<file path="src/rtl/fir_out_buffer.sv">
// First-word-fall-through output buffer behind the 4-tap FIR, with a valid/ready consumer
// port and a sticky overflow/drop counter. Optional PEAK magnitude tracker under FIR_OUT_PEAK_EN.
module fir_out_buffer #(
    parameter int DW    = 16,
    parameter int DEPTH = 8,
    parameter int AW    = 3,
    parameter int CW    = 8
) (
    input  logic          CLK,
    input  logic          RST,
    input  logic [DW-1:0] DIN,
    input  logic          VIN,
    output logic [DW-1:0] DOUT,
    output logic          VOUT,
    input  logic          RDY_IN,
    input  logic          CLR_OVF,
    output logic          FULL,
    output logic          EMPTY,
    output logic [AW:0]   LEVEL,
    output logic          OVF,
    output logic [CW-1:0] DROP_CNT
`ifdef FIR_OUT_PEAK_EN
    ,
    output logic [DW-1:0] PEAK
`endif
);

    localparam logic [AW:0] FULL_LEVEL = (AW+1)'(DEPTH);

    logic [DW-1:0] r_mem [DEPTH];
    logic [AW-1:0] r_wrPtr;
    logic [AW-1:0] r_rdPtr;
    logic [AW:0]   r_level;
    logic          r_ovf;
    logic [CW-1:0] r_dropCnt;

    logic w_pop;
    logic w_push;
    logic w_drop;

    always_comb begin
        FULL     = (r_level == FULL_LEVEL);
        EMPTY    = (r_level == '0);
        VOUT     = ~EMPTY;
        DOUT     = VOUT ? r_mem[r_rdPtr] : '0;
        LEVEL    = r_level;
        OVF      = r_ovf;
        DROP_CNT = r_dropCnt;
        w_pop    = VOUT & RDY_IN;
        // A pop in the same cycle frees a slot, so a full buffer can still accept.
        w_push   = VIN & (~FULL | w_pop);
        w_drop   = VIN & FULL & ~w_pop;
    end

    // Storage is not reset; reads are gated by VOUT so stale contents never leak out.
    always_ff @(posedge CLK) begin
        if (w_push) begin
            r_mem[r_wrPtr] <= DIN;
        end
    end

    always_ff @(posedge CLK or posedge RST) begin
        if (RST) begin
            r_wrPtr <= '0;
            r_rdPtr <= '0;
            r_level <= '0;
        end else begin
            if (w_push) begin
                r_wrPtr <= r_wrPtr + AW'(1);
            end
            if (w_pop) begin
                r_rdPtr <= r_rdPtr + AW'(1);
            end
            if (w_push && !w_pop) begin
                r_level <= r_level + (AW+1)'(1);
            end else if (w_pop && !w_push) begin
                r_level <= r_level - (AW+1)'(1);
            end
        end
    end

    // A drop in the same cycle as a clear wins, restarting the count at one.
    always_ff @(posedge CLK or posedge RST) begin
        if (RST) begin
            r_ovf     <= 1'b0;
            r_dropCnt <= '0;
        end else if (w_drop) begin
            r_ovf <= 1'b1;
            if (CLR_OVF) begin
                r_dropCnt <= CW'(1);
            end else if (r_dropCnt != '1) begin
                r_dropCnt <= r_dropCnt + CW'(1);
            end
        end else if (CLR_OVF) begin
            r_ovf     <= 1'b0;
            r_dropCnt <= '0;
        end
    end

`ifdef FIR_OUT_PEAK_EN
    localparam logic [DW-1:0] MIN_NEG = {1'b1, {(DW-1){1'b0}}};
    localparam logic [DW-1:0] MAX_POS = {1'b0, {(DW-1){1'b1}}};

    logic [DW-1:0] r_peak;
    logic [DW-1:0] w_abs;

    // The most negative sample has no positive counterpart, so it saturates.
    always_comb begin
        if (!DIN[DW-1]) begin
            w_abs = DIN;
        end else if (DIN == MIN_NEG) begin
            w_abs = MAX_POS;
        end else begin
            w_abs = -DIN;
        end
    end

    always_ff @(posedge CLK or posedge RST) begin
        if (RST) begin
            r_peak <= '0;
        end else if (w_push) begin
            if (CLR_OVF || (w_abs > r_peak)) begin
                r_peak <= w_abs;
            end
        end else if (CLR_OVF) begin
            r_peak <= '0;
        end
    end

    assign PEAK = r_peak;
`endif

endmodule

</file>
<file path="config.mk">
export PLATFORM = sky130hd
export DESIGN_NAME = fir_out_buffer
export DESIGN_NICKNAME = d
export VERILOG_FILES = /design/src/rtl/fir_out_buffer.sv
export SDC_FILE = /design/constraint.sdc
export NUM_CORES = 1
export LEC_CHECK = 0
export ABC_AREA = 1
export CORE_MARGIN = 3
export CORE_UTILIZATION = 58
export CTS_CLUSTER_SIZE = 25
export DETAILED_ROUTE_END_ITERATION = 8
export PLACE_DENSITY = 0.83
export SYNTH_ARGS = -nofsm -noshare
export SYNTH_HDL_FRONTEND = slang
export SYNTH_SLANG_ARGS = --single-unit
</file>
<file path="constraint.sdc">
create_clock -name CLK -period 2.9 [get_ports CLK]
set_input_delay 0.58 -clock CLK [delete_from_list [all_inputs] [get_ports CLK]]
set_output_delay 0.58 -clock CLK [all_outputs]
set_load 0.02 [all_outputs]
</file>
==> reports/summary.txt, run 1 <==
Pwr Total: 8.25 mW
max frequency: 357 MHz
post-synthesis cell type count: 25
Register Area: 4320 um^2
ant diodes: 0
Core ar.: 10600 um^2
total congestion overflow: 0
critical path arrival: 2.22 ns
net load switching power: 3.16 mW
Yosys top cell by area: edfxtp_1
number of synthesized register bits: 147
RSZ-0062 raised after global routing: false
worst-path maximum fanout: 15
Yosys top cell area share: 59.2%
IO buf count: 52
Crit path required time: 2.32 ns
DRT Pass-1 Iters: 6
Hold Crit Class: input pin to asynchronous set/reset pin
Mapped Nets: 685
kind of critical path: flop to primary output
Max Root-Sink Buffers: 2
num rows: 37
Setup-failing EPs final: 0
clock-pin slew on the worst setup and hold paths: 0.06 ns
syn avg cell area: 9.88 um^2
Synth-to-Final Area Change: 20.6%
Area contributors post-synth: edfxtp_1 59%, nor2_1 11%, nand2_1 9.0%
Final nets: 754
Slew HR: 49.3%
Final HPWL DP: 8.88 mm
Die Wd: 112 um
I/O pins: 53
routed via count: 4820
largest net degree at the start of global routing: 26
Post-DRT Antenna Nets: 0
Post-synth EDFFs: 128
met1 Use GR: 31.7%
layout filler cell count: 662
Tightest Pin Transition: 0.759 ns
placed cell areas: 7220 um^2
final setup TNS: 0 ns
Syn Inst Count: 657
IR drop worst, VDD: 0.604 mV
Most Used Layer, Global Route: met2
H-tree Lvls: 4
Ys Warns: 0
max capacitance violation total: 0
Residual DRC: 0
Sw Share: 38.2%
Hold-fix buffers, CTS: 0
leak pwr: 3.29 nW
Cell Area, Synth: 6490 um^2
sequential cell area fraction in the yosys report: 66.5%
clock sinks: 147
sequential power share: 33.9%
vias in the first global route: 4867
1st-iter DRT viols: 388
fin area: 7830 um^2
dominant synthesized flop cell: edfxtp_1
CP Capture Type: primary output
Multi-input gate area: 1820 um^2
Pwr Density: 1050 nW/um^2
clock share of power: 26.4%
Final Hold Fails: 0
clock root buffer: clkbuf_8
routed wire length: 15.0 mm
fin crit period: 2.80 ns
Global Route met3 Usage: 5.33%
status: complete, no violations
initial antenna violation count: 0
combinational power share: 39.7%
share of cells above drive strength 1: 8.53%
Die ar.: 12500 um^2
WL per Instance: 17.1 um
Slew Viols, Final: 0
Routability Congestion: 0.808
Via density: 5.51
Worst setup SP type: flop
Die Ht: 112 um
CTS buffer count: 17
starting density of the core: 61.2%
final cycle utilization of the critical path: 96.7%
Clk Latency, worst-skew pair: 0.52 ns
CTS tree: done
first-pass GRT wire length: 24.4 mm
global-route usage over all layers: 25.2%
grt met2 use: 42.4%
Power Internal: 5.10 mW
Setup Skew: 0.00463 ns
ys async rst share: 12.9%
cells in the mapped netlist (3+ instances only):
master	instances
edfxtp_1	128
nand2_1	155
buf_4	3
o21ai_1	9
buf_2	13
a21oi_1	5
nand3_1	29
ha_1	6
dfrtp_1	19
clkbuf_1	5
nand4_1	3
xnor2_1	3
inv_1	54
o21ai_0	26
nor2_1	183
buf_6	3
metal layers:
layer  routed length [um]  vias up
met5                    0        -
met4                  377        0
met3                 1040       42
met2                 7710      215
met1                 5830     2298
li1                     -     2265
stage by stage:
stage / utilization [%] / cells / worst slack, ns / hold slack (ns)
3_5_place_dp: 68.1 / 840 / 0.132 / 0.474
4_1_cts: 73.8 / 875 / 0.0807 / 0.495
3_3_place_gp: 68.1 / 840 / 0.267 / 0.466
6_report: 73.8 / 875 / 0.0960 / 0.495
5_1_grt: 73.8 / 875 / 0.000622 / 0.532
2_1_floorplan: - / 657 / 0.686 / 0.483
final timing paths:
path	startpoint	end	slack (ns)	cells after the start
hold reg to reg	OVF	OVF	0.50	2
max in group asynchronous	RST	r_rdPtr[0]	1.85	2
setup reg to reg	LEVEL[1]	LEVEL[3]	0.63	13
setup / recovery	r_rdPtr[0]	DOUT[2]	0.1	8
min in group CLK	OVF	OVF	0.50	2
hold / removal	RST	DROP_CNT[1]	0.50	2
flip-flops by register name, summed over array words and instances, names as in the netlist:
name,flops
DROP_CNT,8
LEVEL,4
OVF,1
r_mem,128
r_rdPtr,3
r_wrPtr,3
power groups by stage:
stage / clock (mW) / combinational, mW / sequential, mW
after floorplan: 0 / 2.09 / 2.81
after global placement: 0 / 3.23 / 2.82
after detailed placement: 0 / 3.32 / 2.84
after CTS: 2.19 / 3.27 / 2.79
after global routing: 2.28 / 3.60 / 2.83
final: 2.18 / 3.28 / 2.80
placed cells by master, fill, tap and decap left out, drive strengths merged:
master / n
edfxtp: 128
o21bai: 2
clkinv: 1
or2: 1
clkbuf: 18
xor2: 1
o21ai: 35
clkdlybuf4s50: 35
clkinvlp: 6
ha: 6
nand2: 157
dfrtp: 19
dlygate4sd2: 16
bufinv: 3
nand4: 3
nor2: 185
inv: 58
dlymetal6s2s: 1
xnor2: 3
fa: 1
nor4: 1
a21oi: 5
buf: 25
nand3: 29
critical path, stage by stage, from the launching register on:
cell and delay (ns):
dfrtp_4 0.52, buf_4 0.24, nor2_1 0.07, nor2_1 0.12, nand2_1 0.06, nand3_1 0.09, nand2_1 0.06, nor2_1 0.18
dlygate4sd2_1 0.36
what timing repair did:
item,CTS,global route
setup endpoints to repair,16,1
gates resized for setup,20,1
setup buffers,3,0
logic make-up after synthesis:
logic type	share of synthesized area, %
xor+xnor	0.540
simple gates	22.6
compound gates	3.32
buf+inv	5.49
fa+ha+maj	1.46
flops	66.5
layout make-up:
type / count / share of cell area, %
flip-flops and latches: 147 / 55.2
multi-input cells: 429 / 23.2
repair buffers: 77 / 9.24
clock buffers: 18 / 5.34
inverters: 54 / 2.59
clock inverters: 14 / 2.24
well taps: 136 / 2.17
Note: power is estimated with default switching activity, not from simulation.
==> run 2: changes to the inputs <==
- CORE_UTILIZATION: 58 -> 38
- CTS_CLUSTER_DIAMETER: default -> 80
- PLACE_DENSITY: 0.83 -> 0.59
==> run 2 against run 1 <==
Clock skew increased by 0.0024 ns. Largest power group unchanged. Core utilization decreased by 26 points. Final area increased by 2.3%. Die area increased by 50%. Via count decreased by 6.0%. Sequential cell count unchanged. Clock-buffer cell count unchanged. Worst hold slack improved by 0.0092 ns.
==> reports/summary.txt, run 2 (same netlist as run 1, synthesis figures left out) <==
Residual DRC: 0 (unchanged)
total congestion overflow: 0 (unchanged)
leak pwr: 3.37 nW (+2.6%)
Via density: 4.70 (-15%)
Final HPWL DP: 8.60 mm (-3.2%)
final setup TNS: 0 ns (unchanged)
CP Capture Type: primary output
initial antenna violation count: 0 (unchanged)
starting density of the core: 39.0% (-22 points)
routed wire length: 14.4 mm (-3.5%)
slack of the worst reg-to-reg path: 0.55 ns (-0.08 ns)
Final Hold Fails: 0 (unchanged)
Final nets: 758 (+0.53%)
Die ar.: 18700 um^2 (+50%)
share of cells above drive strength 1: 9.02% (+0.49 points)
Crit path required time: 2.32 ns (about the same)
DRT Pass-1 Iters: 5 (-1)
Setup Skew: 0.00705 ns (+0.00242 ns)
Pwr Density: 1030 nW/um^2 (-2.2%)
CTS tree: done
max frequency: 371 MHz (+4.1%)
Worst setup SP type: flop
max capacitance violation total: 0 (unchanged)
hold_ws: 0.504 ns (+0.00917 ns)
clock root buffer: clkbuf_16
WL per Instance: 15.0 um (-12%)
clock-pin slew on the worst setup and hold paths: 0.06 ns (about the same)
Die Ht: 137 um (+22%)
IO buf count: 52 (unchanged)
Max Root-Sink Buffers: 2 (unchanged)
final cycle utilization of the critical path: 92.8% (-3.8 points)
status: complete, no violations
H-tree Lvls: 4 (unchanged)
Post-DRT Antenna Nets: 0 (unchanged)
Synth-to-Final Area Change: 23.4%
commonest non-fill, non-tap cells in the layout: 183 x nor2_1, 155 x nand2_1, 128 x edfxtp_1
Slew Viols, Final: 0 (unchanged)
I/O pins: 53 (unchanged)
critical path arrival: 2.11 ns (-0.11 ns)
kind of critical path: flop to primary output
Tightest Pin Transition: 0.776 ns (+0.0162 ns)
Hold-fix buffers, CTS: 0 (unchanged)
routed via count: 4530 (-6.0%)
first-pass GRT wire length: 22.5 mm (-7.8%)
Top reg by flops: r_mem
Die Wd: 137 um (+22%)
commonest non-fill, non-tap cell in the layout: nor2_1
largest net degree at the start of global routing: 41 (+58%)
clock sinks: 147 (unchanged)
Core ar.: 16600 um^2 (+57%)
num rows: 47 (+27%)
Hold Crit Class: flop to flop
max FFs per register: 128 (unchanged)
Clk Latency, worst-skew pair: 0.42 ns (-0.10 ns)
global-route usage over all layers: 16.3% (-8.9 points)
1st-iter DRT viols: 232 (-40%)
fin crit period: 2.69 ns (-0.111 ns)
IR drop worst, VDD: 0.633 mV (+4.8%)
vias in the first global route: 4148 (-15%)
RSZ-0062 raised after global routing: false
worst-path maximum fanout: 5 (-10)
Slew HR: 48.2% (-1.1 points)
Setup-failing EPs final: 0 (unchanged)
Routability Congestion: 0.788 (-2.5%)
CTS buffer count: 17 (unchanged)
ant diodes: 0 (unchanged)
## run 2: final cells by class
class / count / area, um^2
Tap cell: 220 / 275
Fill cell: 1542 / 8630
Clock inverter: 14 / 161
Clock buffer: 18 / 429
Timing Repair Buffer: 81 / 802
Sequential cell: 147 / 4320
Multi-Input combinational cell: 429 / 1820
Inverter: 54 / 206
## run 2: what timing repair did
item | CTS | global route
buffers inserted | 6 | 2
gates resized for setup | 9 | 11
setup endpoints to repair | 15 | 10
gates cloned | 0 | 0
## run 2: path summary, 6_finish.rpt
check                      startpoint          end  cells past startpoint
setup / recovery           r_rdPtr[1]      DOUT[5]                      9
hold / removal                    OVF          OVF                      2
setup reg to reg             LEVEL[0]     LEVEL[3]                     13
hold reg to reg                   OVF          OVF                      2
max in group asynchronous         RST   r_rdPtr[0]                      2
min in group asynchronous         RST  DROP_CNT[7]                      2
## run 2: power breakdown
| part | internal (mW) | switching, mW | leakage (nW) | total (mW) |
|---|---|---|---|---|
| Combinational | 1.27 | 2.01 | 1.69 | 3.28 |
| Clock | 1.34 | 0.848 | 0.280 | 2.19 |
| Sequential | 2.62 | 0.171 | 1.41 | 2.79 |
| Total | 5.23 | 3.03 | 3.37 | 8.26 |
## run 2: through the flow
| stage | instances | utilization, % | worst slack [ns] | cell area, um^2 | total power [mW] |
|---|---|---|---|---|---|
| floorplan | 657 | - | 0.686 | 6490 | 4.90 |
| global placement | 923 | 44.1 | 0.232 | 7340 | 6.10 |
| detailed placement | 923 | 44.1 | 0.142 | 7340 | 6.15 |
| CTS | 961 | 47.9 | 0.0150 | 7980 | 8.37 |
| global route | 963 | 48.1 | 0.0550 | 8010 | 8.82 |
| finish | 963 | 48.1 | 0.207 | 8010 | 8.26 |
## run 2: critical path, stage by stage, from the launching register on
cell,delay (ns)
dfrtp_1,0.38
clkinvlp_4,0.19
buf_4,0.20
buf_4,0.13
nor2_1,0.09
nand2_1,0.05
nand3_1,0.07
nand2_1,0.05
nor2_1,0.16
dlygate4sd2_1,0.36
## run 2: metal layers
| metal | vias to the layer above | global-route usage [%] | wire length (um) |
|---|---|---|---|
| met4 | 0 | 5.66 | 233 |
| li1 | 2276 | - | - |
| met5 | - | 0 | 0 |
| met1 | 2152 | 21.2 | 6550 |
| met2 | 83 | 26.0 | 7020 |
| met3 | 19 | 4.85 | 630 |
==> run 3: changes to the inputs <==
--- a/config.mk
+++ b/config.mk
@@ -8,2 +8,3 @@
 export ABC_AREA = 1
+export ABC_CLOCK_PERIOD_IN_PS = 2900
 export CORE_MARGIN = 3
@@ -14,2 +15,3 @@
 export PLACE_DENSITY = 0.59
+export RECOVER_POWER = 25
 export SYNTH_ARGS = -nofsm -noshare
==> constraint.sdc (replaced) <==
create_clock -name CLK -period 2.9 [get_ports CLK]
set_input_delay 0.29 -clock CLK [delete_from_list [all_inputs] [get_ports CLK]]
set_output_delay 0.29 -clock CLK [all_outputs]
set_load 0.02 [all_outputs]
==> run 3 against run 2 <==
Sequential share of layout area grew 0.81 points. First-iteration DRC count grew 43%. Total power shrank 0.90%. Sequential cell count is the same. Worst setup slack gained 0.0079 ns. Core utilization shrank 0.68 points. Global-route usage shrank 0.41 points. Via count shrank 0.26%. Worst hold slack lost 0.18 ns. Clock skew shrank 0.0018 ns. Critical path type unchanged. Critical endpoint unchanged.
==> reports/summary.txt, run 3 (same netlist as run 1, synthesis figures left out) <==
Residual DRC: 0 (unchanged)
Most Frequent Cell on Critical Path: nor2_1
CTS buffer count: 17 (unchanged)
Final Hold Fails: 0 (unchanged)
Setup Skew: 0.00521 ns (-0.00183 ns)
kind of critical path: flop to primary output
Hold Crit Class: input pin to asynchronous set/reset pin
commonest non-fill, non-tap cells in the layout: 183 x nor2_1, 155 x nand2_1, 128 x edfxtp_1
share of cells above drive strength 1: 7.23% (-1.8 points)
fin crit period: 2.68 ns (-0.00786 ns)
initial antenna violation count: 1 (+1)
R2R depth: 13 (unchanged)
clock root buffer: clkbuf_16
routed wire length: 14.2 mm (-1.5%)
max FFs per register: 128 (unchanged)
global-route usage over all layers: 15.9% (-0.41 points)
Routability Congestion: 0.814 (+3.3%)
Setup-failing EPs final: 0 (unchanged)
final setup TNS: 0 ns (unchanged)
vias in the first global route: 4156 (+0.19%)
Via density: 4.74 (+0.78%)
routed via count: 4518 (-0.26%)
Power Internal: 5.23 mW (-0.12%)
Worst Slack Setup Final: 0.215 ns (+0.00787 ns)
H-tree Lvls: 4 (unchanged)
clock sinks: 147 (unchanged)
combinational power share: 39.3% (-0.4 points)
slack of the worst reg-to-reg path: 0.66 ns (+0.11 ns)
IR drop worst, VDD: 0.781 mV (+23%)
ant diodes: 0 (unchanged)
crit-path cells: buf_12 > nor2_1 > nor2_1 > nand2_1 > nand3_1 > nand2_1 > nor2_1 > clkdlybuf4s50_1
max capacitance violation total: 0 (unchanged)
Sw Share: 36.2% (-0.50 points)
Core ar.: 16600 um^2 (unchanged)
Hold-fix buffers, CTS: 0 (unchanged)
sequential power share: 34.6% (+0.8 points)
CP max stage delay: 0.63 ns (+0.25 ns)
Top reg by flops: r_mem
Worst setup SP type: flop
DRT Pass-1 Iters: 6 (+1)
starting density of the core: 39.0% (unchanged)
Slew Viols, Final: 0 (unchanged)
1st-iter DRT viols: 332 (+43%)
Final nets: 748 (-1.3%)
critical path arrival: 2.39 ns (+0.28 ns)
fin area: 7900 um^2 (-1.4%)
placed cell areas: 7310 um^2 (-0.37%)
Slew HR: 48.1% (-0.12 points)
CP Capture Type: primary output
total congestion overflow: 0 (unchanged)
WL per Instance: 14.9 um (-0.49%)
Die ar.: 18700 um^2 (unchanged)
Post-DRT Antenna Nets: 0 (unchanged)
Clk Latency, worst-skew pair: 0.41 ns (about the same)
IO buf count: 52 (unchanged)
largest net degree at the start of global routing: 33 (-20%)
max frequency: 372 MHz (+0.29%)
worst-path maximum fanout: 32 (+27)
Die Wd: 137 um (unchanged)
I/O pins: 53 (unchanged)
final cycle utilization of the critical path: 92.6% (-0.27 points)
status: complete, no violations
Pwr Total: 8.19 mW (-0.90%)
CP delay by family, top: buffers and inverters
RSZ-0062 raised after global routing: false
Max Root-Sink Buffers: 2 (unchanged)
first-pass GRT wire length: 22.4 mm (-0.46%)
Tightest Pin Transition: 0.777 ns (+0.00180 ns)
dpl ws: 0.448 ns (+0.306 ns)
critical path depth: 8 (-1)
Pwr Density: 1040 nW/um^2 (+0.53%)
slowest CP cell: dfrtp_4
leak pwr: 3.26 nW (-3.3%)
layout filler cell count: 1509 (-2.1%)
hold_ws: 0.321 ns (-0.184 ns)
commonest non-fill, non-tap cell in the layout: nor2_1
Crit path buffers/inverters: 2 (-2)
net load switching power: 2.96 mW (-2.3%)
num rows: 47 (unchanged)
Final HPWL DP: 8.62 mm (+0.26%)
CTS tree: done
clock share of power: 26.1% (-0.4 points)
clock-pin slew on the worst setup and hold paths: 0.05 ns (about the same)
Die Ht: 137 um (unchanged)
Crit path required time: 2.61 ns (+0.29 ns)
Synth-to-Final Area Change: 21.6%
run 3: repair_timing:
item | CTS | global route
endpoints found under the setup margin | 0 | 13
gates resized for setup | 0 | 3
buffers inserted | 0 | 0
run 3: power groups by stage:
stage | combinational [mW] | sequential [mW] | clock (mW)
after floorplan | 2.09 | 2.81 | 0
after global placement | 3.20 | 2.86 | 0
after detailed placement | 3.25 | 2.88 | 0
after CTS | 3.28 | 2.83 | 2.17
after global routing | 3.57 | 2.87 | 2.26
final | 3.22 | 2.83 | 2.14
run 3: worst paths after layout:
kind,from,end
setup / recovery,r_rdPtr[0],DOUT[5]
hold / removal,RST,DROP_CNT[7]
setup reg to reg,LEVEL[1],LEVEL[3]
hold reg to reg,OVF,OVF
max in group asynchronous,RST,r_rdPtr[0]
min in group CLK,OVF,OVF
run 3: layout make-up:
type,count,area [um^2],share of cell area [%]
multi-input combinational,429,1820,23.0
clock buffer,19,433,5.48
sequential,147,4320,54.7
inverter,54,203,2.57
clock inverter,13,141,1.79
tap,220,275,3.49
timing repair buffer,71,706,8.94
run 3: per-stage QoR:
stage,instances,util (%)
finish,953,47.4
global placement,921,44.0
global route,953,47.4
floorplan,657,-
detailed placement,921,44.0
CTS,953,47.4
run 3: routing by layer:
| metal | wire length (um) | GRT usage, % | share of wire (%) |
|---|---|---|---|
| met1 | 6770 | 22.2 | 48 |
| met2 | 6650 | 24.6 | 47 |
| met3 | 622 | 3.97 | 4.4 |
| met4 | 169 | 4.76 | 1.2 |
| met5 | 7 | 0 | 0.049 |
==> RTL edit 1 (flow settings as in run 3) <==
Build with the macro `FIR_OUT_PEAK_EN` defined.
--- a/src/rtl/fir_out_buffer.sv
+++ b/src/rtl/fir_out_buffer.sv
@@ -1,5 +1,7 @@
 // First-word-fall-through output buffer behind the 4-tap FIR, with a valid/ready consumer
 // port and a sticky overflow/drop counter. Optional PEAK magnitude tracker under FIR_OUT_PEAK_EN.
+`define FIR_OUT_PEAK_EN
+
 module fir_out_buffer #(
     parameter int DW    = 16,
     parameter int DEPTH = 8,
Function (old outputs only; new: PEAK): kept (Yosys induction, for registers that start in step).
==> RTL edit 1 against run 3 <==
Synthesized area grew 21%; routed wire length grew 32%; maximum frequency shrank 2.4%; setup slack lost 0.066 ns; design area grew 25%; total power grew 9.2%; combinational power grew 9.3%; sequential cell count grew 16; largest power group unchanged.
==> RTL edit 1: results (changes against run 3) <==
- The flow ran to the end, and the final reports show no timing, DRC or antenna violations.
* Clock skew after layout: 0.00918 ns (+0.00397 ns)
* Count of port buffers added during placement: 68 (+31%)
- The worst setup slack before clock tree synthesis is -0.189 ns (-0.637 ns).
- Count of cell types in the netlist: 37 (+48%)
- Clock transition at the registers of the reported paths: 0.07 ns (+0.02 ns)
- The total via count in the routed design is 5766 (+28%).
- The number of cells after detailed placement came to 1151 (+25%).
- The instance count of the mapped netlist came to 779 (+19%).
- Gpl congestion: 0.826 (+1.4%)
* DP Wirelength: 12500 um (+45%)
- The number of nets in the synthesized netlist was 824 (+20%).
- Slowest library cell on the worst path: sky130_fd_sc_hd__clkdlybuf4s50_1
- Top cells by area in the synthesized netlist: sky130_fd_sc_hd__edfxtp_1 49%, sky130_fd_sc_hd__dfrtp_1 11%, sky130_fd_sc_hd__nor2_1 8.2%, sky130_fd_sc_hd__nand2_1 5.4%, sky130_fd_sc_hd__o21ai_0 3.7%
* Largest net degree at the start of global routing: 37 (+12%)
* Worst Max-Slew Pin Slew: 0.813 ns (+0.0353 ns)
- Average wire length per cell after detail routing: 15.8 um (+6.1%)
* All-layer global routing usage: 17.4% (+1.5 points)
* Highest net fanout along the worst path: 31 (-3.1%)
- The logic depth of the worst register-to-register path is 15 (+2).
- The number of fill cells was 1878 (+24%).
- The first-pass GRT wire length is 29800 um (+33%).
* LEAKAGE: 3.95 nW (+21%)
- The fraction of registers with async set or reset after synthesis came to 21.5% (+8.5 points).
- The number of global-route vias before repair was 5624 (+35%).
* Layout cells sized above 1: 13.1% (+5.9 points)
- The highest cell delay on the worst timing path came to 0.60 ns (-0.03 ns).
- Worst IR drop on VDD: 0.432 mV (-45%)
* Most common library cells after synthesis: 173 x sky130_fd_sc_hd__nor2_1, 128 x sky130_fd_sc_hd__edfxtp_1, 114 x sky130_fd_sc_hd__nand2_1, 64 x sky130_fd_sc_hd__inv_1, 59 x sky130_fd_sc_hd__o21ai_0
* Number of detailed-routing iterations run before antenna repair: 5 (-1)
## RTL edit 1: cell count changes in the layout (fill, tap and decap cells not counted), sizes merged, moves of 6 or more
| cell | run 3 | this run |
|---|---|---|
| a21oi | 5 | 20 |
| o32ai | 0 | 32 |
| buf | 19 | 50 |
| xor2 | 1 | 7 |
| ha | 6 | 23 |
| nand4 | 3 | 10 |
| inv | 54 | 75 |
| dfrtp | 19 | 35 |
| nand2 | 157 | 123 |
| o21ai | 35 | 66 |
| clkdlybuf4s50 | 39 | 54 |
| clkbuf | 19 | 34 |
## RTL edit 1: worst max path at each step
stage,endpoint,slack (ns),from
finish,DOUT[4],0.15,r_rdPtr[0]
global route,DOUT[14],0.005,r_rdPtr[0]
CTS,DOUT[15],0.07,r_rdPtr[0]
detailed placement,PEAK[12],-0.19,DIN[4]
global placement,PEAK[13],-0.21,DIN[4]
floorplan,LEVEL[3],0.09,LEVEL[1]
## RTL edit 1: area by class of cell
cell class / count / share of cell area [%]
clock buffers: 17 / 4.31
repair buffers: 133 / 11.9
multi-input cells: 512 / 27.6
well taps: 270 / 3.42
flip-flops and latches: 163 / 47.9
inverters: 73 / 2.80
clock inverters: 15 / 2.02
## RTL edit 1: repair_timing
action                                  in CTS  in global routing
endpoints found under the setup margin       0                 14
gates resized for setup                      0                  9
hold endpoints to repair                     0                  0
## RTL edit 1: layer usage
| layer | track usage (%) | routed length, um | vias up |
|---|---|---|---|
| met5 | 0 | 0 | - |
| met3 | 3.91 | 713 | 6 |
| li1 | - | - | 2902 |
| met1 | 23.6 | 8960 | 2748 |
| met2 | 28.7 | 8950 | 110 |
| met4 | 3.75 | 106 | 0 |
## RTL edit 1: through the flow
step                      hold WS, ns  cell area (um2)
final                           0.316             9870
after global routing            0.398             9870
after CTS                       0.348             9920
after detailed placement        0.510             9290
after global placement          0.504             9290
after floorplan                 0.389             7880
## RTL edit 1: logic make-up (layout without fill, tap and decap cells)
logic type | count (synthesis) | in the layout | synth area share [%]
fa+ha+maj | 24 | 24 | 3.91
flops | 163 | 163 | 59.9
xor+xnor | 10 | 10 | 1.11
compound gates | 121 | 121 | 9.31
simple gates | 357 | 357 | 20.2
buf+inv | 104 | 238 | 5.53
## RTL edit 1: worst max-delay path, delay by kind of cell (launching register included)
kind | cells | cell delay (ns)
buffers and inverters | 4 | 1.14
DFF | 1 | 0.43
and+or+nand+nor | 2 | 0.15
AOI/OAI and AO/OA | 2 | 0.32
## RTL edit 1: report_power, final
group          switching, W  total (W)  internal (W)
combinational       0.00211    0.00352       0.00141
sequential         0.000182    0.00308       0.00289
clock              0.000967    0.00235       0.00138
total               0.00326    0.00894       0.00568
==> RTL edit 2 (flow settings as in run 3) <==
Without the edit above. Register the output `DROP_CNT`, with the module's reset; this adds one clock of latency there. The other outputs are not delayed to match.
--- a/src/rtl/fir_out_buffer.sv
+++ b/src/rtl/fir_out_buffer.sv
@@ -27,6 +27,8 @@
 
     localparam logic [AW:0] FULL_LEVEL = (AW+1)'(DEPTH);
 
+    logic [CW-1:0] DROP_CNT_d;
+
     logic [DW-1:0] r_mem [DEPTH];
     logic [AW-1:0] r_wrPtr;
     logic [AW-1:0] r_rdPtr;
@@ -45,7 +47,7 @@
         DOUT     = VOUT ? r_mem[r_rdPtr] : '0;
         LEVEL    = r_level;
         OVF      = r_ovf;
-        DROP_CNT = r_dropCnt;
+        DROP_CNT_d = r_dropCnt;
         w_pop    = VOUT & RDY_IN;
         // A pop in the same cycle frees a slot, so a full buffer can still accept.
         w_push   = VIN & (~FULL | w_pop);
@@ -130,5 +132,13 @@
     assign PEAK = r_peak;
 `endif
 
+    always_ff @(posedge CLK or posedge RST) begin
+        if (RST) begin
+            DROP_CNT <= '0;
+        end else begin
+            DROP_CNT <= DROP_CNT_d;
+        end
+    end
+
 endmodule
 
Check against the original RTL: not equivalent (Yosys sat finds a counterexample within 10 cycles, from zero or initial values and one cycle with RST high).
==> RTL edit 2 against run 3 <==
Synthesized area decreased by 0.31%; sequential cell count rose by 8; setup slack lost 0.014 ns; count of clock-buffer cells in the layout unchanged; sequential power up 4%; register-to-register slack gained 0.05 ns; non-clock buffer count is 1 lower; design area down 0.74%; total power is essentially flat; critical path type unchanged; routed wire length fell by 2.8%.
==> RTL edit 2: results (changes against run 3) <==
- The total via count in the routed design is 4325 (-4.3%).
- The final-layout clock-cell area share was 7.46% (+0.18 points).
- The final critical-path setup slack came to 0.201 ns (-0.0143 ns).
- Clock skew after layout: 0.00943 ns (+0.00422 ns)
- The number of fill cells came to 1484 (-1.7%).
* DR iter-0 viols: 244 (-27%)
- The first-pass GRT wire length is 22100 um (-1.0%).
- The total number of sequential cells came to 155 (+5.4%).
- Met1 Use GR: 20.3% (-1.9 points)
* Global-route track usage on met3: 4.23% (+0.26 points)
* All-layer global routing usage: 15.7% (-0.21 points)
* Post-synthesis share of cell area spent on full adders, half adders and majority gates: 1.47% (+0.0045 points)
* Placed cell areas: 0.00724 mm2 (-0.98%)
- The tightest hold margin came to 0.437 ns (+0.116 ns).
- Share of async-settable or async-resettable flops after synthesis: 17.4% (+4.5 points)
- The reported leakage power was 2.99 nW (-8.2%).
* Multi-input gate area: 0.00169 mm2 (-7.2%)
- The buffering overhead is 8.65% (-0.28 points).
- Slowest library cell on the worst path: sky130_fd_sc_hd__clkdlybuf4s50_1
- The routed metal-1 wirelength was 6150 um (-9.1%).
- The detailed route wirelength on metal2 was 6810 um (+2.4%).
* Capture point of the critical path: DOUT[13]
- The inverter count of the layout excluding clock inverters came to 25 (-54%).
* Worst IR drop on VDD: 0.487 mV (-38%)
- The number of cells after detailed placement is 844 (-8.4%).
* Share of cell area taken by flip-flops and latches: 57.7% (+2.9 points)
* Data arrival time of the worst path: 2.41 ns (+0.02 ns)
- Amount of wire on met3 after detailed routing: 721 um (+16%)
* Most common library cells after synthesis: 165 x sky130_fd_sc_hd__nor2_1, 128 x sky130_fd_sc_hd__edfxtp_1, 72 x sky130_fd_sc_hd__nand2_1, 44 x sky130_fd_sc_hd__o21ai_1, 39 x sky130_fd_sc_hd__o21ai_0
- Top cells by area in the synthesized netlist: sky130_fd_sc_hd__edfxtp_1 59%, sky130_fd_sc_hd__dfrtp_1 10%, sky130_fd_sc_hd__nor2_1 9.6%, sky130_fd_sc_hd__nand2_1 4.2%, sky130_fd_sc_hd__o21ai_1 3.4%
- Post-Synth XOR/XNOR Area: 1.08% (+0.54 points)
- The worst reg-to-reg setup slack is 0.71 ns (+0.05 ns).
- Global routing usage on met2: 25.5% (+0.90 points)
- Highest net fanout along the worst path: 19 (-41%)
- Nets: 671 (-10%)
- The detailed-route vias per instance is 4.94 (+4.1%).
* Layout Utilization: 47.1% (-0.35 points)
- The worst setup slack before clock tree synthesis came to 0.502 ns (+0.0544 ns).
* Antenna violations before repair: 0 (-1)
- Compound-gate portion of the synthesized area: 6.88% (+3.6 points)
* Run status: finished clean
- The count of multi-input combinational gates was 374 (-13%).
- DP Wirelength: 7990 um (-7.4%)
* Average wire length per cell after detail routing: 15.8 um (+5.8%)
* Avg Inst Size Synth: 11.2 um2 (+13%)
- The share of post-route cells with drive strength above 1 was 7.93% (+0.70 points).
- The first-pass detailed-route iteration total was 5 (-1).
- Gpl congestion: 0.822 (+0.95%)
* Start point of the critical path: LEVEL[0]
- Cells on worst reg2reg path: 11 (-2)
==> RTL edit 2: cell types whose count changed in the layout (fill, tap and decap cells not counted), sizes merged, moves of 4 or more <==
cell          run 3  this run
nand2           157        74
o21ai            35        83
inv              54        25
nor2            185       166
dfrtp            19        27
nand3            29        25
==> RTL edit 2: where the power goes <==
group	internal (W)	switching [W]
registers	0.00274	0.000187
clock network	0.00134	0.000825
logic	0.00120	0.00191
==> RTL edit 2: timing repair <==
| item | in CTS | in global routing |
|---|---|---|
| buffers inserted | 0 | 0 |
| resized for setup | 0 | 4 |
| setup endpoints to repair | 0 | 8 |
==> RTL edit 2: kinds of logic after synthesis <==
| logic type | count (synthesis) |
|---|---|
| AOI/OAI and AO/OA | 88 |
| DFF | 155 |
| and+or+nand+nor | 271 |
| adders and majority gates | 7 |
| xor gates and xnor gates | 8 |
| buffers and inverters | 51 |
